## src/rtl/div_sched_pkg.sv

```systemverilog
// Shared definitions for the EX-stage divider scheduler: FSM states,
// one-hot request-op bit positions and divider result field positions.
package div_pkg;

  typedef enum logic [1:0] {
    IDLE = 2'd0,
    SEND = 2'd1,
    WAIT = 2'd2,
    DONE = 2'd3
  } state_e;

  // Bit positions inside the one-hot req_op vector.
  localparam int DIV_W  = 0;
  localparam int MOD_W  = 1;
  localparam int DIV_WU = 2;
  localparam int MOD_WU = 3;

  // Divider IP result layout: quotient in the upper word, remainder in the lower.
  localparam int QUO_HI = 63;
  localparam int QUO_LO = 32;
  localparam int REM_HI = 31;
  localparam int REM_LO = 0;

  // Pick the quotient or the remainder out of a divider result beat.
  function automatic logic [31:0] sel_result(input logic [63:0] dout, input logic want_quo);
    return want_quo ? dout[QUO_HI:QUO_LO] : dout[REM_HI:REM_LO];
  endfunction

endpackage

```

## src/rtl/div_sched_if.sv

```systemverilog
// Connection between the scheduler and the signed/unsigned AXI-Stream
// divider IPs. Both IPs share the latched operand buses.
interface div_sched_if;
  logic [31:0] div_src1;
  logic [31:0] div_src2;

  logic        s_dividend_tvalid;
  logic        s_divisor_tvalid;
  logic        s_dividend_tready;
  logic        s_divisor_tready;
  logic        s_dout_tvalid;
  logic [63:0] s_dout_tdata;

  logic        u_dividend_tvalid;
  logic        u_divisor_tvalid;
  logic        u_dividend_tready;
  logic        u_divisor_tready;
  logic        u_dout_tvalid;
  logic [63:0] u_dout_tdata;

  // Scheduler side.
  modport master (
    output div_src1, div_src2,
    output s_dividend_tvalid, s_divisor_tvalid, u_dividend_tvalid, u_divisor_tvalid,
    input  s_dividend_tready, s_divisor_tready, u_dividend_tready, u_divisor_tready,
    input  s_dout_tvalid, s_dout_tdata, u_dout_tvalid, u_dout_tdata
  );

  // Divider IP side.
  modport slave (
    input  div_src1, div_src2,
    input  s_dividend_tvalid, s_divisor_tvalid, u_dividend_tvalid, u_divisor_tvalid,
    output s_dividend_tready, s_divisor_tready, u_dividend_tready, u_divisor_tready,
    output s_dout_tvalid, s_dout_tdata, u_dout_tvalid, u_dout_tdata
  );
endinterface

```

## src/rtl/div_sched_axis_src_hs.sv

```systemverilog
// One AXI-Stream source channel: raises tvalid on start, holds it until the
// beat is taken, then remembers that the beat was accepted.
module axis_src_hs (
  input  logic clk,
  input  logic reset,
  input  logic start_i,
  input  logic tready_i,
  output logic tvalid_o,
  output logic done_o
);

  logic valid_q;
  logic acc_q;

  // Track the beat from start through acceptance; tvalid is never withdrawn early.
  always_ff @(posedge clk) begin
    // NOTE: state is updated with non-blocking assignments so every flop samples pre-edge values.
    if (reset) begin
      valid_q <= 1'b0;
      acc_q   <= 1'b0;
    end else if (start_i) begin
      valid_q <= 1'b1;
      acc_q   <= 1'b0;
    end else if (valid_q && tready_i) begin
      valid_q <= 1'b0;
      acc_q   <= 1'b1;
    end
  end

  assign tvalid_o = valid_q;
  // Already accepted, or being accepted on this edge.
  assign done_o   = acc_q | (valid_q & tready_i);

endmodule

```

## src/rtl/div_sched.sv

```systemverilog
// EX-stage divide scheduler: latches one div/mod request, hands the operands
// to the signed or unsigned divider IP, waits for its result, and returns the
// quotient or remainder while stalling the pipeline. A flush lets the IP
// transaction finish but throws the result away.
module div_sched
  import div_pkg::*;
#(
  parameter int WD_LIMIT = 64,
  parameter int CNT_W    = 8
) (
  input  logic             clk,
  input  logic             reset,
  input  logic             req_valid,
  input  logic [3:0]       req_op,
  input  logic [31:0]      req_src1,
  input  logic [31:0]      req_src2,
  input  logic             flush,
  output logic             stall,
  output logic             res_valid,
  output logic [31:0]      res_data,
  output logic [CNT_W-1:0] last_latency,
  output logic             wd_err,
  div_sched_if.master      ip
);

  localparam int WD_W = $clog2(WD_LIMIT + 1);

  state_e           state_q;
  logic             uns_q;
  logic             want_quo_q;
  logic [31:0]      src1_q;
  logic [31:0]      src2_q;
  logic             kill_q;
  logic             res_valid_q;
  logic [31:0]      res_data_q;
  logic [CNT_W-1:0] lat_q;
  logic [CNT_W-1:0] lat_d;
  logic [CNT_W-1:0] last_lat_q;
  logic [WD_W-1:0]  wd_cnt_q;
  logic             wd_err_q;

  logic        req_present;
  logic        start;
  logic        dvd_vld, dvs_vld;
  logic        dvd_done, dvs_done;
  logic        dvd_rdy, dvs_rdy;
  logic        dout_vld;
  logic [63:0] dout_data;

  assign req_present = req_valid & (|req_op);
  assign start       = (state_q == IDLE) & req_present & ~flush;

  // Route the selected IP's readies and result back into the shared channel logic.
  assign dvd_rdy   = uns_q ? ip.u_dividend_tready : ip.s_dividend_tready;
  assign dvs_rdy   = uns_q ? ip.u_divisor_tready  : ip.s_divisor_tready;
  assign dout_vld  = uns_q ? ip.u_dout_tvalid     : ip.s_dout_tvalid;
  assign dout_data = uns_q ? ip.u_dout_tdata      : ip.s_dout_tdata;

  axis_src_hs u_dvd_hs (
    .clk      (clk),
    .reset    (reset),
    .start_i  (start),
    .tready_i (dvd_rdy),
    .tvalid_o (dvd_vld),
    .done_o   (dvd_done)
  );

  axis_src_hs u_dvs_hs (
    .clk      (clk),
    .reset    (reset),
    .start_i  (start),
    .tready_i (dvs_rdy),
    .tvalid_o (dvs_vld),
    .done_o   (dvs_done)
  );

  assign ip.s_dividend_tvalid = dvd_vld & ~uns_q;
  assign ip.s_divisor_tvalid  = dvs_vld & ~uns_q;
  assign ip.u_dividend_tvalid = dvd_vld &  uns_q;
  assign ip.u_divisor_tvalid  = dvs_vld &  uns_q;
  assign ip.div_src1          = src1_q;
  assign ip.div_src2          = src2_q;

  // Saturating latency increment.
  assign lat_d = (lat_q == {CNT_W{1'b1}}) ? lat_q : lat_q + CNT_W'(1);

  // Operation sequencing, result capture, latency and watchdog bookkeeping.
  always_ff @(posedge clk) begin
    if (reset) begin
      state_q     <= IDLE;
      uns_q       <= 1'b0;
      want_quo_q  <= 1'b0;
      src1_q      <= '0;
      src2_q      <= '0;
      kill_q      <= 1'b0;
      res_valid_q <= 1'b0;
      res_data_q  <= '0;
      lat_q       <= '0;
      last_lat_q  <= '0;
      wd_cnt_q    <= '0;
      wd_err_q    <= 1'b0;
    end else begin
      res_valid_q <= 1'b0;
      case (state_q)
        IDLE: begin
          kill_q <= 1'b0;
          if (start) begin
            uns_q      <= req_op[DIV_WU] | req_op[MOD_WU];
            want_quo_q <= req_op[DIV_W]  | req_op[DIV_WU];
            src1_q     <= req_src1;
            src2_q     <= req_src2;
            lat_q      <= '0;
            wd_cnt_q   <= '0;
            state_q    <= SEND;
          end
        end
        SEND: begin
          lat_q <= lat_d;
          if (flush) kill_q <= 1'b1;
          if (dvd_done && dvs_done) state_q <= WAIT;
        end
        WAIT: begin
          lat_q <= lat_d;
          if (flush) kill_q <= 1'b1;
          if (wd_cnt_q == WD_W'(WD_LIMIT - 1)) wd_err_q <= 1'b1;
          if (wd_cnt_q != WD_W'(WD_LIMIT)) wd_cnt_q <= wd_cnt_q + WD_W'(1);
          if (dout_vld) begin
            res_data_q <= sel_result(dout_data, want_quo_q);
            last_lat_q <= lat_d;
            if (kill_q || flush) begin
              kill_q  <= 1'b0;
              state_q <= IDLE;
            end else begin
              res_valid_q <= 1'b1;
              state_q     <= DONE;
            end
          end
        end
        DONE: begin
          kill_q  <= 1'b0;
          state_q <= IDLE;
        end
        default: state_q <= IDLE;
      endcase
    end
  end

  assign stall        = (req_present && state_q != DONE) || state_q == SEND || state_q == WAIT;
  // A flush landing in DONE must still suppress the strobe.
  assign res_valid    = res_valid_q & ~flush;
  assign res_data     = res_data_q;
  assign last_latency = last_lat_q;
  assign wd_err       = wd_err_q;

endmodule

```

## src/flat_wrapper.sv

```systemverilog
// flat-port wrapper written by rule: the top's interface ports become plain ports
module div_sched_flat import div_pkg::*;
#(
  parameter int WD_LIMIT = 64,
  parameter int CNT_W    = 8
)
  (clk, reset, req_valid, req_op, req_src1, req_src2, flush, stall, res_valid, res_data, last_latency, wd_err, ip_div_src1, ip_div_src2, ip_s_dividend_tvalid, ip_s_divisor_tvalid, ip_u_dividend_tvalid, ip_u_divisor_tvalid, ip_s_dividend_tready, ip_s_divisor_tready, ip_u_dividend_tready, ip_u_divisor_tready, ip_s_dout_tvalid, ip_s_dout_tdata, ip_u_dout_tvalid, ip_u_dout_tdata);
  div_sched_if ip_i ();
  input  logic clk;
  input  logic reset;
  input  logic req_valid;
  input  logic [3:0] req_op;
  input  logic [31:0] req_src1;
  input  logic [31:0] req_src2;
  input  logic flush;
  output logic stall;
  output logic res_valid;
  output logic [31:0] res_data;
  output logic [CNT_W-1:0] last_latency;
  output logic wd_err;
  output wire logic [$bits(ip_i.div_src1)-1:0] ip_div_src1;
  output wire logic [$bits(ip_i.div_src2)-1:0] ip_div_src2;
  output wire logic [$bits(ip_i.s_dividend_tvalid)-1:0] ip_s_dividend_tvalid;
  output wire logic [$bits(ip_i.s_divisor_tvalid)-1:0] ip_s_divisor_tvalid;
  output wire logic [$bits(ip_i.u_dividend_tvalid)-1:0] ip_u_dividend_tvalid;
  output wire logic [$bits(ip_i.u_divisor_tvalid)-1:0] ip_u_divisor_tvalid;
  input wire logic [$bits(ip_i.s_dividend_tready)-1:0] ip_s_dividend_tready;
  input wire logic [$bits(ip_i.s_divisor_tready)-1:0] ip_s_divisor_tready;
  input wire logic [$bits(ip_i.u_dividend_tready)-1:0] ip_u_dividend_tready;
  input wire logic [$bits(ip_i.u_divisor_tready)-1:0] ip_u_divisor_tready;
  input wire logic [$bits(ip_i.s_dout_tvalid)-1:0] ip_s_dout_tvalid;
  input wire logic [$bits(ip_i.s_dout_tdata)-1:0] ip_s_dout_tdata;
  input wire logic [$bits(ip_i.u_dout_tvalid)-1:0] ip_u_dout_tvalid;
  input wire logic [$bits(ip_i.u_dout_tdata)-1:0] ip_u_dout_tdata;
  assign ip_div_src1 = ip_i.div_src1;
  assign ip_div_src2 = ip_i.div_src2;
  assign ip_s_dividend_tvalid = ip_i.s_dividend_tvalid;
  assign ip_s_divisor_tvalid = ip_i.s_divisor_tvalid;
  assign ip_u_dividend_tvalid = ip_i.u_dividend_tvalid;
  assign ip_u_divisor_tvalid = ip_i.u_divisor_tvalid;
  assign ip_i.s_dividend_tready = ip_s_dividend_tready;
  assign ip_i.s_divisor_tready = ip_s_divisor_tready;
  assign ip_i.u_dividend_tready = ip_u_dividend_tready;
  assign ip_i.u_divisor_tready = ip_u_divisor_tready;
  assign ip_i.s_dout_tvalid = ip_s_dout_tvalid;
  assign ip_i.s_dout_tdata = ip_s_dout_tdata;
  assign ip_i.u_dout_tvalid = ip_u_dout_tvalid;
  assign ip_i.u_dout_tdata = ip_u_dout_tdata;
  div_sched #(.WD_LIMIT(WD_LIMIT), .CNT_W(CNT_W)) u_core (.clk(clk), .reset(reset), .req_valid(req_valid), .req_op(req_op), .req_src1(req_src1), .req_src2(req_src2), .flush(flush), .stall(stall), .res_valid(res_valid), .res_data(res_data), .last_latency(last_latency), .wd_err(wd_err), .ip(ip_i));
endmodule
```

## config.mk

```make
export PLATFORM = sky130hd
export DESIGN_NAME = div_sched_flat
export DESIGN_NICKNAME = d
export VERILOG_FILES = /design/src/rtl/div_sched_pkg.sv /design/src/rtl/div_sched_if.sv /design/src/rtl/div_sched_axis_src_hs.sv /design/src/rtl/div_sched.sv /design/src/flat_wrapper.sv
export SDC_FILE = /design/constraint.sdc
export NUM_CORES = 1
export LEC_CHECK = 0
export CELL_PAD_IN_SITES_DETAIL_PLACEMENT = 1
export CELL_PAD_IN_SITES_GLOBAL_PLACEMENT = 2
export CORE_MARGIN = 2
export CORE_UTILIZATION = 19
export CTS_CLUSTER_DIAMETER = 200
export CTS_CLUSTER_SIZE = 24
export DETAILED_ROUTE_END_ITERATION = 16
export PLACE_DENSITY = 0.87
export SYNTH_ARGS = -nofsm -noshare
export SYNTH_HDL_FRONTEND = slang
export SYNTH_SLANG_ARGS = --single-unit
```

## constraint.sdc

```tcl
create_clock -name clk -period 1.85 [get_ports clk]
set_input_delay 0.185 -clock clk [delete_from_list [all_inputs] [get_ports clk]]
set_output_delay 0.185 -clock clk [all_outputs]
set_load 0.01 [all_outputs]
```

# Yosys cells after proc, flatten, opt, wreduce, memory -nomap -nowiden
# Index checks and enable logic that the tools add are counted.
word_totals:
  regBits: 130
  inputBits: 206
  output_inout_bits: 111
  elab_cells: 95
op_classes:
  n_addsub: 2
  n_eq_ne: 11
  n_mux: 25
  bitwise: 18
  n_reduce_logical: 23
ops:
  columns: ["op", "count"]
  rows:
  - ["$mux 64", 1]
  - ["$mux 32", 1]
  - ["$mux 8", 2]
  - ["$pmux 8 s2", 1]
  - ["$mux 7", 2]
  - ["$pmux 7 s2", 1]
  - ["$mux 1", 11]
  - ["$and 1x1->1", 10]
  - ["$add 8x1->8 const B", 1]
  - ["$eq 8x8->1 const B", 1]
  - ["$mux 2", 4]
  - ["$ne 2x1->1 const B", 4]
  - ["$pmux 2 s4", 1]
  - ["$reduce_and 2->1", 4]
  - ["$reduce_bool 2->1", 4]
  - ["$add 7x1->7 const B", 1]
  - ["$eq 7x6->1 const B", 1]
  - ["$ne 7x7->1 const B", 1]
  - ["$reduce_and 3->1", 2]
  - ["$reduce_or 2->1", 3]
  - ["$eq 2x2->1 const B", 2]
  - ["$logic_and 1x1->1", 4]
  - ["$not 1->1", 4]
  - ["$or 1x1->1", 4]
  - ["7 further kinds", 9]

# Longest topological paths before layout
# Gate-level depths: netlist of run 1.
depth:
  depth_word: 6
  mapped_depth: 9
  ltp_nobuf: 7

# Hierarchy
# Synthesis of run 1 repeated with hierarchy kept, for this count alone.
unflattened:
  cells_unflattened: 674
  hier_area_um2: 5925.7
by_module_without_submodules:
  columns: ["module", "n_inst", "cells_each", "area_each_um2", "seq_area_each_um2"]
  rows:
  - ["div_sched", 1, 660, 5775.5, 2522.4]
  - ["axis_src_hs", 2, 7, 75.1, 40.0]

# Worst setup path after synthesis of run 1
# Ideal clock, no wire load.
synth_timing:
  path_type: "reg-to-reg"
  from: "register u_core.state_q[0]"
  to: "register u_core.last_lat_q[2] (netlist: u_core.last_latency[2])"
  setup_time_ps: 70
  arrival_ps: 1697
  t_required_ps: 1780
  path_slack_ps: 82
  stages_incl_launch_ff: 9
  path_buffers: 2
  synth_period_minus_slack_ps: 1768
  path_cell_list: "dfxtp_1 inv_1 ha_1 buf_2 inv_1 nor2_1 clkbuf_1 o211ai_1 a21oi_1"
synth_between:
  elab_chain_cells: 2
synth_rtl:
  columns: ["item", "line", "rtl"]
  rows:
  - ["from (decl)", "div_sched.sv:28", "state_e state_q;"]
  - ["from (signal assigned)", "div_sched.sv:90", "state_q <= IDLE;"]
  - ["from (signal assigned)", "div_sched.sv:114", "state_q <= SEND;"]
  - ["from (signal assigned)", "div_sched.sv:120", "if (dvd_done && dvs_done) state_q <= WAIT;"]
  - ["$eq 2x2->1", "div_sched.sv:104", "case (state_q)"]
  - ["$reduce_and 2->1 (no source line)", null, null]
  - ["to (signal assigned)", "div_sched.sv:129", "last_lat_q <= lat_d;"]
  - ["to (decl)", "div_sched.sv:38", "logic [CNT_W-1:0] last_lat_q;"]
# No other way between the ends.
# A chain may end at the register's enable or synchronous reset.

# Worst setup path after layout of run 1
layout_timing:
  from: "register u_core.state_q[1]"
  to: "register u_core.state_q[1]"
layout_between:
  elab_chain_cells: 5
  elab_cells_between_ends: 11
  cone_classes: "eq/ne: 6; mux: 1; bitwise: 2; reduce/logical: 2"
layout_rtl:
  columns: ["item", "line", "rtl"]
  rows:
  - ["$logic_not 2->1", "div_sched.sv:51, div_sched.sv:104", null]
  - ["$and 1x1->1 (2 in series)", "div_sched.sv:51", "assign start = (state_q == IDLE) & req_present & ~flush;"]
  - ["$ne 2x1->1 (no source line)", null, null]
  - ["$reduce_and 3->1 (no source line)", null, null]
# Parallel ways exist; a longest one is shown, timed or not.

==> qor.txt, run 1 <==
Worst Path Max Fanout: 5
Post-Synthesis Cells: 690
die area: 32380 um^2
Avg WL per Cell: 16.12 um
H-Tree Level Count: 4
Total Power: 9516 uW
critical path required time: 2.19 ns
Pre-antenna DRT Iters: 4
Non-Filler Cell Area, Final: 10430 um^2
Core Rows: 64
Post-DP Area: 9754 um^2
antenna cell count: 0
clk_lat worst skew: 0.42 ns
final cell count without fillers: 1426
Slew headroom: 67.79%
Slew Limit Fails: 0
largest net degree at the start of global routing: 90
VDD IR max: 528.3 uV
final wirelength: 22990 um
Core Footprint: 30510 um^2
ys async rst share: 0%
Port Buf Inserts: 316
Max Clk Rate: 584.8 MHz
Inserted Clock Buffers: 17
clock share of power: 37.0%
Pwr Density: 912.6 nW/um^2
power share of the combinational group: 29.8%
vias per std cell: 4.358
DRT iter0 DRCs: 240
Synth Flop Type: dfxtp_1
startpoint types: flip-flop
first-pass GRT wire length: 37180 um
clk sinks: 130
Total GRT Usage: 14.35%
min-delay worst type: in -> reg
Distinct cells, synth: 45
Hold Fails Final Rpt: 0
Lkg Pwr: 0.003645 uW
YS warnings: 0
nets: 1230
Synthesized Nets: 903
final worst-path cycle share: 92.44%
GRT overflow: 0
Final min period: 1.710 ns
number of global-route vias before repair: 6672
Post-synth EDFFs: 0
Reg power frac: 33.2%
Worst Setup Slack, final: 0.1399 ns
Power Internal: 6709 uW
Die Span X: 179.9 um
root buffer cell: clkbuf_16
worst slew pin tran: 0.4738 ns
CTS tree: done
die span in y: 179.9 um
sw frac: 29.50%
Post-CTS Hold Buffers: 0
share of cells above drive strength 1: 12.52%
Layout Utilization: 34.18%
Seq cells post-synth: 130
placed cells: 1392
via count: 6215
initial antenna violation count: 0
area grow syn2layout: 77.28%
RSZ-0062 raised after global routing: yes
Mapped Area: 5882 um^2
Worst setup EP type: flip-flop
max cap viols: 0
sequential element share of the synthesized area: 44.25%
Syn Area/Cell: 8.524 um^2
# DRC: 0
Initial Util: 19.28%
status: completed
final antenna-violating net count: 0
Worst-path clk slew: 0.06 ns
Arr. time, crit path: 2.05 ns
kind of critical path: reg -> reg
Place WS: -0.2205 ns
Final setup viols: 0
Max Root-Sink Buffers: 2
P_sw: 2807 uW
DP HPWL: 17230 um
io pins: 317
gpl congestion: 0.7579
Layout Skew: 0.01205 ns
## kinds of logic after synthesis
kind of cell / synth area share [%]
buf+inv: 4.935
xor+xnor: 0.4468
compound gates: 15.25
simple gates: 20.70
mux: 12.93
flops: 44.25
fa+ha+maj: 1.489
## placed cells by master (no fill, tap or decap), drive strengths merged, types with 3 or more instances in the layout
cell	Yosys	final
a211oi	5	5
a21o	4	4
a21oi	122	122
and2	4	4
buf	22	43
bufinv	0	3
clkbuf	28	18
clkdlybuf4s50	0	309
clkinv	0	7
dfxtp	130	130
dlymetal6s2s	0	3
ha	7	7
inv	11	14
mux2i	4	4
mux4	32	32
nand2	212	212
nand2b	4	4
nand3	3	3
nand4	3	3
nor2	29	29
nor2b	6	6
nor3	18	18
o211ai	3	3
o21ai	14	14
o32ai	3	3
or3	3	3
## path summary, 6_finish.rpt
check / start / endpoint / slack, ns / depth (start not counted)
setup / recovery: u_core.state_q[1] / u_core.state_q[1] / 0.14 / 7
hold reg to reg: u_core.last_latency[2] / u_core.last_latency[2] / 0.45 / 2
hold / removal: reset / u_core.u_dvd_hs.tvalid_o / 0.15 / 2
setup reg to reg: u_core.state_q[1] / u_core.state_q[1] / 0.14 / 7
## per-layer routing
layer / part of all wire [%] / vias up / global-route usage, %
li1: - / 3025 / -
met2: 51 / 214 / 25.90
met3: 7.7 / 21 / 4.923
met4: 2.0 / 0 / 4.390
met5: 0 / - / 0
met1: 39 / 2955 / 15.79
## through the flow
stage	hold WS, ns	TNS [ns]
after global routing	0.1438	0
after global placement	0.4407	-14.51
final	0.1460	0
after detailed placement	0.4473	-19.58
after CTS	0.1338	0
after floorplan	0.3210	0
## final cells by class
type,count,area [um^2]
tap,396,495.5
multi-input combinational,499,3045
fill,3577,20080
sequential,130,2609
inverter,11,41.29
clock buffer,17,425.4
clock inverter,15,181.4
timing repair buffer,358,3630
## what timing repair did
| action | in CTS | in global routing |
|---|---|---|
| buffers inserted | 0 | 2 |
| gates cloned | 0 | 0 |
| pin swaps | 0 | 2 |
| resized for setup | 9 | 13 |
| endpoints found under the setup margin | 39 | 18 |
## registers in the layout, summed over array words and instances, names as in the netlist, 2 cells and up
signal and cells:
u_core.ip.div_src1 32, u_core.ip.div_src2 32, u_core.res_data 32, u_core.last_latency 8, u_core.lat_q 8, u_core.wd_cnt_q 7, u_core.state_q 2
## power by group through the flow
| stage | clock [uW] | sequential (uW) | combinational [uW] |
|---|---|---|---|
| after floorplan | 0 | 3290 | 1260 |
| after global placement | 0 | 3210 | 2760 |
| after detailed placement | 0 | 3220 | 2810 |
| after CTS | 3670 | 3160 | 2840 |
| after global routing | 3780 | 3190 | 3100 |
| final | 3520 | 3160 | 2840 |
## critical path, stage by stage (launching register included)
cell     delay [ns]
dfxtp_2        0.37
inv_1          0.11
ha_1           0.23
nor2b_1        0.14
o21ai_0        0.10
nand4_1        0.22
or3_1          0.35
a21oi_1        0.12
## Yosys cell counts (2+ instances only)
cell      instances  share of area [%]
nand2_1         212                 14
dfxtp_1         130                 44
a21oi_1         122                 10
mux4_2           32                 12
clkbuf_1         28                1.8
nor2_1           28                1.8
nor3_1           18                1.5
buf_2            13                1.1
o21ai_0          13                1.1
inv_1            11               0.70
ha_1              7                1.5
buf_4             6               0.77
nor2b_1           6               0.64
a211oi_1          5               0.64
a21o_1            4               0.51
and2_1            4               0.43
mux2i_1           4               0.68
nand2b_1          4               0.43
buf_6             3               0.57
nand3_1           3               0.26
nand4_1           3               0.32
o211ai_1          3               0.38
or3_1             3               0.32
and3_1            2               0.21
and3b_1           2               0.30
nor4b_1           2               0.30
o31ai_1           2               0.26
o32ai_1           2               0.30
xnor2_1           2               0.30
(Power assumes the default switching activity.)
==> inputs of run 2 (changes only) <==
--- a/config.mk
+++ b/config.mk
@@ -12,6 +12,7 @@
 export CTS_CLUSTER_DIAMETER = 200
 export CTS_CLUSTER_SIZE = 24
 export DETAILED_ROUTE_END_ITERATION = 16
+export HOLD_SLACK_MARGIN = 0.02
 export PLACE_DENSITY = 0.87
 export SYNTH_ARGS = -nofsm -noshare
 export SYNTH_HDL_FRONTEND = slang
==> results of run 2 <==
Same layout as run 1: the final DEF is identical, and so are final timing and power.
==> inputs of run 3 (changes only) <==
--- a/config.mk
+++ b/config.mk
@@ -14,6 +14,7 @@
 export DETAILED_ROUTE_END_ITERATION = 16
 export HOLD_SLACK_MARGIN = 0.02
 export PLACE_DENSITY = 0.87
+export SETUP_SLACK_MARGIN = 0.05
 export SYNTH_ARGS = -nofsm -noshare
 export SYNTH_HDL_FRONTEND = slang
 export SYNTH_SLANG_ARGS = --single-unit
==> run 3 against run 2 <==
Final cell count did not move. Critical path type unchanged. Highest routed layer unchanged. Largest power group unchanged. Clock power barely moved. Die area did not move. Register-to-register slack barely moved. Sequential power barely moved. Via count fell by 0.19%. Routed wire length rose by 0.22%. Total power rose by 0.60%. Clock skew rose by 0.0017 ns. Combinational power rose by 1%.
==> qor.txt, run 3 (synthesis results as in run 1) <==
min-delay worst type: in -> reg
Max Root-Sink Buffers: 2
io pins: 317
worst slew pin tran: 0.4906 ns
Die Span X: 179.9 um
Final min period: 1.715 ns
area grow syn2layout: 77.96%
Core Footprint: 30510 um^2
Hold Slack: 0.1446 ns
die span in y: 179.9 um
Critical R2R Capture: u_core.lat_q[0]
Worst Path Max Fanout: 7
max cap viols: 0
number of global-route vias before repair: 6672
Initial Util: 19.28%
final wirelength: 23040 um
Core Rows: 64
Pre-antenna DRT Iters: 4
final worst-path cycle share: 92.71%
CTS tree: done
vias per std cell: 4.350
crit-path max cell delay: 0.36 ns
DP HPWL: 17230 um
critical path required time: 2.13 ns
final cell count without fillers: 1426
P_sw: 2830 uW
Total GRT Usage: 14.36%
clk_lat worst skew: 0.42 ns
reg2reg start: u_core.state_q[1]
via count: 6203
WHS Path Cells: 2
VDD IR max: 522.7 uV
nets: 1230
sw frac: 29.56%
H-Tree Level Count: 4
gpl congestion: 0.7579
kind of critical path: reg -> reg
Slew headroom: 66.65%
Max Clk Rate: 583.0 MHz
Final setup viols: 0
share of cells above drive strength 1: 13.01%
reg2reg path depth: 9
# DRC: 0
most common cell after layout, fill and taps aside: clkdlybuf4s50_1
crit path max-delay cell type: dfxtp_4
HP Start: reset
antenna cell count: 0
Arr. time, crit path: 2.00 ns
status: completed
initial antenna violation count: 0
Slew Limit Fails: 0
startpoint types: flip-flop
Reg2Reg Setup Slack: 0.13 ns
Non-Filler Cell Area, Final: 10470 um^2
Pwr Density: 914.5 nW/um^2
Hold Path Sink: u_core.u_dvd_hs.tvalid_o
Worst Setup SP: u_core.state_q[1]
power share of the combinational group: 30.1%
Worst Path Buf+Inv: 3
Reg power frac: 33.1%
Inserted Clock Buffers: 17
final antenna-violating net count: 0
Avg WL per Cell: 16.16 um
most frequent cells in the layout: clkdlybuf4s50_1 (309), nand2_1 (211), dfxtp_1 (125)
Lkg Pwr: 0.003616 uW
root buffer cell: clkbuf_16
Worst-path clk slew: 0.06 ns
clk sinks: 130
GRT overflow: 0
cell family with most CP delay: compound AO/OA/AOI/OAI gates
placed cells: 1392
clock share of power: 36.8%
Port Buf Inserts: 316
Hold Fails Final Rpt: 0
RSZ-0062 raised after global routing: no
die area: 32380 um^2
Power Internal: 6743 uW
Layout Skew: 0.01375 ns
DRT iter0 DRCs: 272
Post-DP Area: 9754 um^2
first-pass GRT wire length: 37200 um
Worst setup EP type: flip-flop
largest net degree at the start of global routing: 90
CP Cell Sequence: inv_1, ha_4, and3b_1, buf_4, a21oi_1, buf_4, a21o_1, a21oi_1, nor2_1
[run 3: repair_timing]
action | in CTS | in global routing
buffers inserted | 0 | 2
endpoints found under the hold margin | 0 | 0
setup endpoints to repair | 45 | 15
pin swaps | 0 | 2
resized for setup | 15 | 18
hold buffers | 0 | 0
[run 3: power groups by stage]
| stage | clock network (uW) | registers [uW] | logic, uW |
|---|---|---|---|
| final | 3520 | 3170 | 2880 |
| after detailed placement | 0 | 3220 | 2810 |
| after global placement | 0 | 3210 | 2760 |
| after floorplan | 0 | 3290 | 1260 |
| after global routing | 3780 | 3200 | 3150 |
| after CTS | 3670 | 3160 | 2840 |
[run 3: layout make-up]
cell class	instances	area, um^2
clock inverter	15	181.4
sequential	130	2614
multi-input combinational	499	3083
timing repair buffer	358	3625
inverter	11	43.79
tap	396	495.5
fill	3576	20040
clock buffer	17	425.4
[run 3: stage by stage]
| step | TNS [ns] | util [%] | setup WS (ns) | power [uW] |
|---|---|---|---|---|
| 2_1_floorplan | 0 | - | 0.08232 | 4543 |
| 3_3_place_gp | -14.51 | 31.97 | -0.2500 | 5970 |
| 3_5_place_dp | -19.58 | 31.97 | -0.2205 | 6025 |
| 4_1_cts | 0 | 33.99 | 0.05099 | 9670 |
| 5_1_grt | 0 | 34.31 | 0.05233 | 10130 |
| 6_report | 0 | 34.31 | 0.1349 | 9573 |
[run 3: worst max path at each step]
stage / end / slack (ns) / cells past startpoint
detailed placement: u_core.lat_q[1] / -0.22 / 6
finish: u_core.lat_q[0] / 0.13 / 9
global placement: stall / -0.25 / 5
CTS: stall / 0.05 / 5
floorplan: u_core.last_latency[2] / 0.08 / 8
global route: u_core.lat_q[1] / 0.05 / 9
[run 3: per-layer routing]
layer	track usage, %	routed length, um	up-vias
met2	25.93	11760	211
met3	4.923	1733	18
met1	15.79	9119	2949
met5	0	0	-
li1	-	-	3025
met4	4.390	433	0
